**src/rtl/pr_bus_arbiter_if.sv**
```systemverilog
// Two-master request/ack handshake plus the Pr peripheral bus, as seen by pr_bus_arbiter.
`timescale 1ns/1ps
interface pr_bus_arbiter_if;
    logic        m0_req;
    logic        m0_we;
    logic [31:0] m0_addr;
    logic [31:0] m0_wd;
    logic [31:0] m0_rd;
    logic        m0_ack;
    logic        m0_err;

    logic        m1_req;
    logic        m1_we;
    logic [31:0] m1_addr;
    logic [31:0] m1_wd;
    logic [31:0] m1_rd;
    logic        m1_ack;
    logic        m1_err;

    logic        PrStb;
    logic        PrWe;
    logic [31:0] PrAddr;
    logic [31:0] PrWD;
    logic [31:0] PrRD;
    logic        PrAck;
    logic [1:0]  grant;

    // Arbiter side
    modport slave (
        input  m0_req, m0_we, m0_addr, m0_wd,
        output m0_rd, m0_ack, m0_err,
        input  m1_req, m1_we, m1_addr, m1_wd,
        output m1_rd, m1_ack, m1_err,
        output PrStb, PrWe, PrAddr, PrWD, grant,
        input  PrRD, PrAck
    );

    // Requesters and bus slave side
    modport master (
        output m0_req, m0_we, m0_addr, m0_wd,
        input  m0_rd, m0_ack, m0_err,
        output m1_req, m1_we, m1_addr, m1_wd,
        input  m1_rd, m1_ack, m1_err,
        input  PrStb, PrWe, PrAddr, PrWD, grant,
        output PrRD, PrAck
    );
endinterface

```
**src/rtl/pr_bus_arbiter.sv**
```systemverilog
// Round-robin two-master arbiter/sequencer for the Pr peripheral bus, with
// late-ack hold and timeout abort.
`timescale 1ns/1ps
module pr_bus_arbiter #(
    parameter int unsigned TIMEOUT = 15
) (
    input  logic             clk,
    input  logic             reset,
    pr_bus_arbiter_if.slave  bus
);
    typedef enum logic [1:0] {IDLE, ACCESS, DONE} state_t;

    localparam logic [7:0] CNT_LAST = 8'(TIMEOUT - 1);

    state_t     state;
    logic       last_m1;
    logic       owner_m1;
    logic [7:0] cnt;
    logic       pick_m1;
    logic       finish;
    logic [31:0] done_rd;

    // m1 wins when it is the only requester, or on contention when m0 went last
    always_comb begin
        pick_m1 = bus.m1_req && (!bus.m0_req || !last_m1);
        finish  = bus.PrAck || (cnt == CNT_LAST);
        done_rd = bus.PrAck ? bus.PrRD : '1;
    end

    always_ff @(posedge clk or posedge reset) begin
        if (reset) begin
            state      <= IDLE;
            last_m1    <= 1'b1;
            owner_m1   <= 1'b0;
            cnt        <= '0;
            bus.PrStb  <= 1'b0;
            bus.PrWe   <= 1'b0;
            bus.PrAddr <= '0;
            bus.PrWD   <= '0;
            bus.grant  <= '0;
            bus.m0_rd  <= '0;
            bus.m0_ack <= 1'b0;
            bus.m0_err <= 1'b0;
            bus.m1_rd  <= '0;
            bus.m1_ack <= 1'b0;
            bus.m1_err <= 1'b0;
        end else begin
            case (state)
                IDLE: begin
                    if (bus.m0_req || bus.m1_req) begin
                        owner_m1   <= pick_m1;
                        last_m1    <= pick_m1;
                        bus.grant  <= pick_m1 ? 2'b10 : 2'b01;
                        bus.PrStb  <= 1'b1;
                        bus.PrWe   <= pick_m1 ? bus.m1_we   : bus.m0_we;
                        bus.PrAddr <= pick_m1 ? bus.m1_addr : bus.m0_addr;
                        bus.PrWD   <= pick_m1 ? bus.m1_wd   : bus.m0_wd;
                        cnt        <= '0;
                        state      <= ACCESS;
                    end
                end
                ACCESS: begin
                    if (finish) begin
                        if (owner_m1) begin
                            bus.m1_rd  <= done_rd;
                            bus.m1_err <= !bus.PrAck;
                            bus.m1_ack <= 1'b1;
                        end else begin
                            bus.m0_rd  <= done_rd;
                            bus.m0_err <= !bus.PrAck;
                            bus.m0_ack <= 1'b1;
                        end
                        bus.PrStb <= 1'b0;
                        bus.PrWe  <= 1'b0;
                        state     <= DONE;
                    end else begin
                        cnt <= cnt + 8'd1;
                    end
                end
                DONE: begin
                    bus.m0_ack <= 1'b0;
                    bus.m0_err <= 1'b0;
                    bus.m1_ack <= 1'b0;
                    bus.m1_err <= 1'b0;
                    bus.grant  <= '0;
                    state      <= IDLE;
                end
                default: state <= IDLE;
            endcase
        end
    end
endmodule
```
**src/flat_wrapper.sv**
```systemverilog
// flat-port wrapper written by rule: the top's interface ports become plain ports
module pr_bus_arbiter_flat 
#(
    parameter int unsigned TIMEOUT = 15
)
  (clk, reset, bus_m0_req, bus_m0_we, bus_m0_addr, bus_m0_wd, bus_m0_rd, bus_m0_ack, bus_m0_err, bus_m1_req, bus_m1_we, bus_m1_addr, bus_m1_wd, bus_m1_rd, bus_m1_ack, bus_m1_err, bus_PrStb, bus_PrWe, bus_PrAddr, bus_PrWD, bus_grant, bus_PrRD, bus_PrAck);
  pr_bus_arbiter_if bus_i ();
  input  logic clk;
  input  logic reset;
  input wire logic [$bits(bus_i.m0_req)-1:0] bus_m0_req;
  input wire logic [$bits(bus_i.m0_we)-1:0] bus_m0_we;
  input wire logic [$bits(bus_i.m0_addr)-1:0] bus_m0_addr;
  input wire logic [$bits(bus_i.m0_wd)-1:0] bus_m0_wd;
  output wire logic [$bits(bus_i.m0_rd)-1:0] bus_m0_rd;
  output wire logic [$bits(bus_i.m0_ack)-1:0] bus_m0_ack;
  output wire logic [$bits(bus_i.m0_err)-1:0] bus_m0_err;
  input wire logic [$bits(bus_i.m1_req)-1:0] bus_m1_req;
  input wire logic [$bits(bus_i.m1_we)-1:0] bus_m1_we;
  input wire logic [$bits(bus_i.m1_addr)-1:0] bus_m1_addr;
  input wire logic [$bits(bus_i.m1_wd)-1:0] bus_m1_wd;
  output wire logic [$bits(bus_i.m1_rd)-1:0] bus_m1_rd;
  output wire logic [$bits(bus_i.m1_ack)-1:0] bus_m1_ack;
  output wire logic [$bits(bus_i.m1_err)-1:0] bus_m1_err;
  output wire logic [$bits(bus_i.PrStb)-1:0] bus_PrStb;
  output wire logic [$bits(bus_i.PrWe)-1:0] bus_PrWe;
  output wire logic [$bits(bus_i.PrAddr)-1:0] bus_PrAddr;
  output wire logic [$bits(bus_i.PrWD)-1:0] bus_PrWD;
  output wire logic [$bits(bus_i.grant)-1:0] bus_grant;
  input wire logic [$bits(bus_i.PrRD)-1:0] bus_PrRD;
  input wire logic [$bits(bus_i.PrAck)-1:0] bus_PrAck;
  assign bus_i.m0_req = bus_m0_req;
  assign bus_i.m0_we = bus_m0_we;
  assign bus_i.m0_addr = bus_m0_addr;
  assign bus_i.m0_wd = bus_m0_wd;
  assign bus_m0_rd = bus_i.m0_rd;
  assign bus_m0_ack = bus_i.m0_ack;
  assign bus_m0_err = bus_i.m0_err;
  assign bus_i.m1_req = bus_m1_req;
  assign bus_i.m1_we = bus_m1_we;
  assign bus_i.m1_addr = bus_m1_addr;
  assign bus_i.m1_wd = bus_m1_wd;
  assign bus_m1_rd = bus_i.m1_rd;
  assign bus_m1_ack = bus_i.m1_ack;
  assign bus_m1_err = bus_i.m1_err;
  assign bus_PrStb = bus_i.PrStb;
  assign bus_PrWe = bus_i.PrWe;
  assign bus_PrAddr = bus_i.PrAddr;
  assign bus_PrWD = bus_i.PrWD;
  assign bus_grant = bus_i.grant;
  assign bus_i.PrRD = bus_PrRD;
  assign bus_i.PrAck = bus_PrAck;
  pr_bus_arbiter #(.TIMEOUT(TIMEOUT)) u_core (.clk(clk), .reset(reset), .bus(bus_i));
endmodule
```
**config.mk**
```make
export PLATFORM = sky130hd
export DESIGN_NAME = pr_bus_arbiter_flat
export DESIGN_NICKNAME = d
export VERILOG_FILES = /design/src/rtl/pr_bus_arbiter_if.sv /design/src/rtl/pr_bus_arbiter.sv /design/src/flat_wrapper.sv
export SDC_FILE = /design/constraint.sdc
export NUM_CORES = 1
export LEC_CHECK = 0
export BUFFER_PORTS_ARGS = -buffer_cell sky130_fd_sc_hd__buf_2
export CORE_AREA = 2 2 121 123
export CTS_CLUSTER_SIZE = 8
export DETAILED_ROUTE_END_ITERATION = 7
export DIE_AREA = 0 0 123 125
export PLACE_DENSITY = 0.79
export SKIP_LAST_GASP = 1
export SLEW_MARGIN = 20
export SYNTH_ARGS = -nofsm -noshare
export SYNTH_HDL_FRONTEND = slang
export SYNTH_SLANG_ARGS = --single-unit
export TNS_END_PERCENT = 50
```
**constraint.sdc**
```tcl
create_clock -name clk -period 4.4 [get_ports clk]
set_clock_uncertainty 0.05 [all_clocks]
set_input_delay 0 -clock clk [delete_from_list [all_inputs] [get_ports clk]]
set_output_delay 0 -clock clk [all_outputs]
set_load 0.02 [all_outputs]
```
* Word level (Yosys, flattened, before mapping)
Cells that the tools add are included.
** Storage, ports and cells
- Register bits :: 148
- Input port bits :: 167
** Cells by class
- Eq/ne operators :: 8
- Bitwise operators :: 1
- Reductions and logical operators :: 20
- Add/subtract/negate cells :: 1
- Mux-type cells :: 30
** Operators by type and width (count)
- 32-bit 2-to-1 mux :: 3
- 3-bit AND reduction :: 6
- 8-bit 2-to-1 mux :: 2
- 8-bit one-hot mux with 2 select lines :: 1
- 1-bit 2-to-1 mux :: 12
- 1-bit one-hot mux with 2 select lines :: 6
- 8-bit by 1-bit adder with 8-bit output (second input constant) :: 1
- 8-bit by 4-bit equality test with 1-bit output (second input constant) :: 1
- 2-bit 2-to-1 mux :: 4
- 2-bit one-hot mux with 2 select lines :: 2
- 2-bit by 1-bit inequality test with 1-bit output (second input constant) :: 3
- 2-bit AND reduction :: 3
- 2-bit nonzero test :: 3
- 2-bit inequality test (second input constant) :: 2
- 1-bit zero test :: 3
- 1-bit logical OR :: 3
- 2-bit by 1-bit equality test with 1-bit output (second input constant) :: 1
- 2-bit equality test (second input constant) :: 1
- 2-bit zero test :: 1
- 1-bit logical AND :: 1
- 1-bit NOT :: 1

* Depth between registers and ports, before layout
- Word-level depth :: 6
- Gate-level depth with buffers :: 7
- Mapped depth without buffers :: 6

* Worst setup path after synthesis
Ideal clock, no wire load.
- Path type :: register to register
- Start :: register u_core.cnt[0]
- End :: register u_core.bus.m1_rd[19]
- Slack :: 2699 ps
- Stages on the path, launching flop included :: 8
- Required time :: 4271 ps
- Arrival time :: 1571 ps
- Clock period less this slack :: 1701 ps
- Path through :: dfrtp_1 inv_1 ha_1 nor3b_2 a21oi_2 nor3b_4 buf_6 a2bb2oi_1
** On the way
- Longest elaborated chain between the ends :: 3
** Ends and longest elaborated chain
- from (decl) :: line pr_bus_arbiter.sv:18 : logic [7:0] cnt;
- from (signal assigned) :: line pr_bus_arbiter.sv:77 : cnt <= cnt + 8'd1;
- 8-bit by 4-bit equality test with 1-bit output :: line pr_bus_arbiter.sv:26 : finish = bus.PrAck || (cnt == CNT_LAST);
- 1-bit logical OR :: line pr_bus_arbiter.sv:26
- 3-bit AND reduction (no line)
- to (signal assigned) :: line pr_bus_arbiter.sv:65 : bus.m1_rd <= done_rd;
- to (decl) :: line pr_bus_arbiter_if.sv:33 : output m1_rd, m1_ack, m1_err,
Every way passes these cells.
A chain may end at the register's enable or synchronous reset.

* Worst setup path after layout
- Start :: register u_core.last_m1
- End :: register u_core.bus.PrWD[20]
** On the way
- Longest elaborated chain between the ends :: 4
** Ends and longest elaborated chain
- from (decl) :: line pr_bus_arbiter.sv:16 : logic last_m1;
- from (signal assigned) :: line pr_bus_arbiter.sv:52 : last_m1 <= pick_m1;
- 1-bit zero test :: line pr_bus_arbiter.sv:25 : pick_m1 = bus.m1_req && (!bus.m0_req || !last_m1);
- 1-bit logical OR :: line pr_bus_arbiter.sv:25
- 1-bit logical AND :: line pr_bus_arbiter.sv:25
- 32-bit 2-to-1 mux :: line pr_bus_arbiter.sv:57 : bus.PrWD <= pick_m1 ? bus.m1_wd : bus.m0_wd;
- to (signal assigned) :: line pr_bus_arbiter.sv:57
- to (decl) :: line pr_bus_arbiter_if.sv:34 : output PrStb, PrWe, PrAddr, PrWD, grant,
Every way passes these cells.

==> insert_results.sql <==
INSERT INTO impl_metrics (metric_group, metric, value, unit) VALUES
('run_status', 'outcome', 'complete, no violations', ''),
('yosys', 'ys_types', '43', ''),
('global_routing', 'pin_count_of_the_biggest_net_entering_global_routing', '119', ''),
('routing', 'route.vias.total', '6626', ''),
('power_and_ir_drop', 'switching_share', '42.3', '%'),
('cts', 'holdBufCountCts', '165', ''),
('yosys', 'synthArstFlopShare', '100', '%'),
('die', 'fp.dieArea', '15400', 'um2'),
('cts', 'tritoncts', 'done', ''),
('routing', 'met2WireLength', '11500', 'um'),
('sta', 'rsz0062_at_grt', 'false', ''),
('routing', 'postRouteWirelength', '23800', 'um'),
('placed_design', 'gpl.final_weighted_congestion', '0.831', ''),
('cts', 'clk_latency', '0.43', 'ns'),
('min_path', 'timing.hold.worst.class', 'input port to flop', ''),
('yosys', 'synth_cells', '556', ''),
('power_and_ir_drop', 'power_report.internal_total', '0.00408', 'W'),
('global_routing', 'grt_use_total', '31.2', '%'),
('cts', 'max-clock-path-buffers', '2', ''),
('final_layout', 'fin_nets', '1175', ''),
('cts', 'clk_pin_slew_worst_paths', '0.06', 'ns'),
('routing', 'route.top_layer_used', 'met5', ''),
('setup_path', 'worstReg2RegStart', 'u_core.last_m1', ''),
('yosys', 'post_synth_edffs', '0', ''),
('yosys', 'postSynthRegisterBits', '148', ''),
('min_path', 'holdCritStartpoint', 'bus_m0_req', ''),
('routing', 'routedWlPerCell', '19.6', 'um'),
('power_and_ir_drop', 'p_clk_share', '21.6', '%'),
('die', 'die_w', '123', 'um'),
('yosys', 'synthesis.yosys.warnings', '0', ''),
('routing', 'detailroute.wirelength.met3', '2140', 'um'),
('sta', 'timing.setup.tns', '0', 'ns'),
('setup_path', 'r2r-end', 'u_core.bus.PrWD[20]', ''),
('routing', 'post-route-drc-count', '0', ''),
('yosys', 'synthesis.area', '6320', 'um2'),
('sta', 'report.final.slew_viol_count', '0', ''),
('power_and_ir_drop', 'seq_power_share', '34.3', '%'),
('setup_path', 'crit_arrival', '3.02', 'ns'),
('min_path', 'min_to', 'u_core.bus.grant[0]', ''),
('placed_design', 'post-dp-hpwl', '12200', 'um'),
('min_path', 'whs_path_depth', '3', ''),
('yosys', 'synth_seq_area_share', '58.7', '%'),
('sta', 'final_hold_viol_count', '0', ''),
('setup_path', 'critical_path_peak_fanout', '47', ''),
('yosys', 'synth_fp_nets', '725', ''),
('setup_path', 'worst-r2r-setup-slack', '1.59', 'ns'),
('cts', 'postCtsSetupBuffers', '0', ''),
('global_routing', 'grt_pass1_wl', '36600', 'um'),
('routing', 'violation_count_after_the_first_detailed_routing_iteration', '536', ''),
('power_and_ir_drop', 'worst_vdd_rail_ir_drop', '417', 'uV'),
('power_and_ir_drop', 'power_switching', '0.00299', 'W'),
('die', 'std_cell_rows', '44', ''),
('power_and_ir_drop', 'power.density', '690', 'nW/um2'),
('routing', 'via_per_inst', '5.48', ''),
('setup_path', 'endpoint_type_of_the_worst_setup_path', 'flop', ''),
('setup_path', 'setup.worst_path.class', 'flop to flop', ''),
('yosys', 'syn_avg_cell_area', '11.4', 'um2'),
('routing', 'antenna_left', '0', ''),
('routing', 'firstDrtPassIters', '6', ''),
('yosys', 'postSynth.topFlopCell', 'sky130_fd_sc_hd__dfrtp_1', ''),
('sta', 'achievable-frequency', '356', 'MHz'),
('global_routing', 'number_of_global_route_vias_before_repair', '6931', ''),
('die', 'core_area', '14200', 'um2'),
('final_layout', 'drive_gt1_share', '34.6', '%'),
('cts', 'clock_tree.root_cell', 'sky130_fd_sc_hd__clkbuf_16', ''),
('setup_path', 'critPathRequiredTime', '4.61', 'ns'),
('cts', 'cts.sink_count', '148', ''),
('cts', 'h-tree-depth', '4', ''),
('cts', 'cts_inserted_buffers', '17', ''),
('placed_design', 'placed_cells', '1006', ''),
('sta', 'min_period', '2.81', 'ns');
## worst max-delay path, stage by stage, from the launching register on
cell	delay, ns
sky130_fd_sc_hd__dfstp_2	0.38
sky130_fd_sc_hd__a21boi_4	0.70
sky130_fd_sc_hd__buf_12	0.39
sky130_fd_sc_hd__mux2i_1	0.34
sky130_fd_sc_hd__dlygate4sd3_1	0.63
sky130_fd_sc_hd__o21ai_0	0.10
## kinds of logic (layout without fill, tap and decap cells)
family / count (synthesis) / count (layout) / synth area share (%)
AOI/OAI and AO/OA: 157 / 157 / 17.8
DFF: 148 / 148 / 58.7
and+or+nand+nor: 138 / 138 / 9.37
muxes: 66 / 66 / 10.5
buffers and inverters: 45 / 508 / 3.35
adders and majority gates: 2 / 2 / 0.396
other: 0 / 7 / 0
## worst max path at each step
stage | cells past startpoint | slack [ns] | endpoint
6_report | 5 | 1.59 | u_core.bus.PrWD[20]
5_1_grt | 5 | 1.50 | u_core.bus.PrWD[20]
2_1_floorplan | 1 | 0.37 | u_core.bus.PrAddr[0]
3_3_place_gp | 3 | 2.27 | u_core.bus.m0_rd[0]
4_1_cts | 5 | 1.80 | u_core.bus.PrWD[11]
3_5_place_dp | 7 | 2.24 | u_core.bus.m1_rd[3]
## metal layers
metal  up-vias  global-route usage [%]
met5         -                       0
met4         4                    18.9
met3       117                    10.4
met2       412                    50.8
met1      3174                    35.2
li1       2919                       -
## flip-flops by register name, summed over array words and instances (netlist names)
name and flops:
u_core.bus.PrAddr 32, u_core.bus.PrStb 1, u_core.bus.PrWD 32, u_core.bus.PrWe 1
u_core.bus.grant 2, u_core.bus.m0_ack 1, u_core.bus.m0_err 1, u_core.bus.m0_rd 32
u_core.bus.m1_ack 1, u_core.bus.m1_err 1, u_core.bus.m1_rd 32, u_core.cnt 8
u_core.last_m1 1, u_core.owner_m1 1, u_core.state 2
## area by class of cell
| class | count | area, um2 |
|---|---|---|
| antenna | 7 | 17.5 |
| clock buffer | 18 | 439 |
| clock inverter | 14 | 175 |
| fill | 907 | 3960 |
| inverter | 3 | 18.8 |
| multi-input combinational | 363 | 2440 |
| sequential | 148 | 3710 |
| tap | 184 | 230 |
| timing repair buffer | 473 | 3220 |
## cell usage after synthesis, types with 2 or more instances
master / instances / area [um2]
sky130_fd_sc_hd__dfrtp_1: 147 / 3680
sky130_fd_sc_hd__nand2_1: 80 / 300
sky130_fd_sc_hd__o21ai_0: 70 / 350
sky130_fd_sc_hd__mux2i_1: 66 / 661
sky130_fd_sc_hd__nor2_1: 37 / 139
sky130_fd_sc_hd__o32a_1: 32 / 320
sky130_fd_sc_hd__a2bb2oi_1: 31 / 272
sky130_fd_sc_hd__clkbuf_1: 23 / 86.3
sky130_fd_sc_hd__buf_2: 13 / 65.1
sky130_fd_sc_hd__a21oi_1: 6 / 30.0
sky130_fd_sc_hd__nand3_1: 6 / 30.0
sky130_fd_sc_hd__buf_6: 3 / 33.8
sky130_fd_sc_hd__inv_1: 3 / 11.3
sky130_fd_sc_hd__o21a_1: 3 / 22.5
sky130_fd_sc_hd__a21o_1: 2 / 15.0
sky130_fd_sc_hd__a31oi_1: 2 / 12.5
sky130_fd_sc_hd__buf_1: 2 / 7.51
sky130_fd_sc_hd__ha_1: 2 / 25.0
sky130_fd_sc_hd__nand2b_1: 2 / 12.5
sky130_fd_sc_hd__nor2b_1: 2 / 12.5
sky130_fd_sc_hd__or2_2: 2 / 12.5
## power groups by stage
stage | registers (W) | logic [W] | clock network (W)
final | 0.00242 | 0.00312 | 0.00153
after global routing | 0.00249 | 0.00336 | 0.00161
after global placement | 0.00236 | 0.00276 | 0
after floorplan | 0.00309 | 0.00111 | 0
after CTS | 0.00236 | 0.00300 | 0.00154
after detailed placement | 0.00237 | 0.00282 | 0
## through the flow
| stage | instance area, um2 | util, % | total power [W] | hold slack [ns] | worst slack [ns] |
|---|---|---|---|---|---|
| floorplan | 6320 | - | 0.00420 | 0.106 | 0.372 |
| global placement | 7950 | 56.0 | 0.00512 | 0.212 | 2.27 |
| detailed placement | 7950 | 56.0 | 0.00519 | 0.214 | 2.24 |
| CTS | 10200 | 71.9 | 0.00690 | 0.0405 | 1.80 |
| global route | 10200 | 72.1 | 0.00746 | 0.0610 | 1.50 |
| finish | 10200 | 72.1 | 0.00707 | 0.0600 | 1.59 |
(Power assumes the default switching activity.)
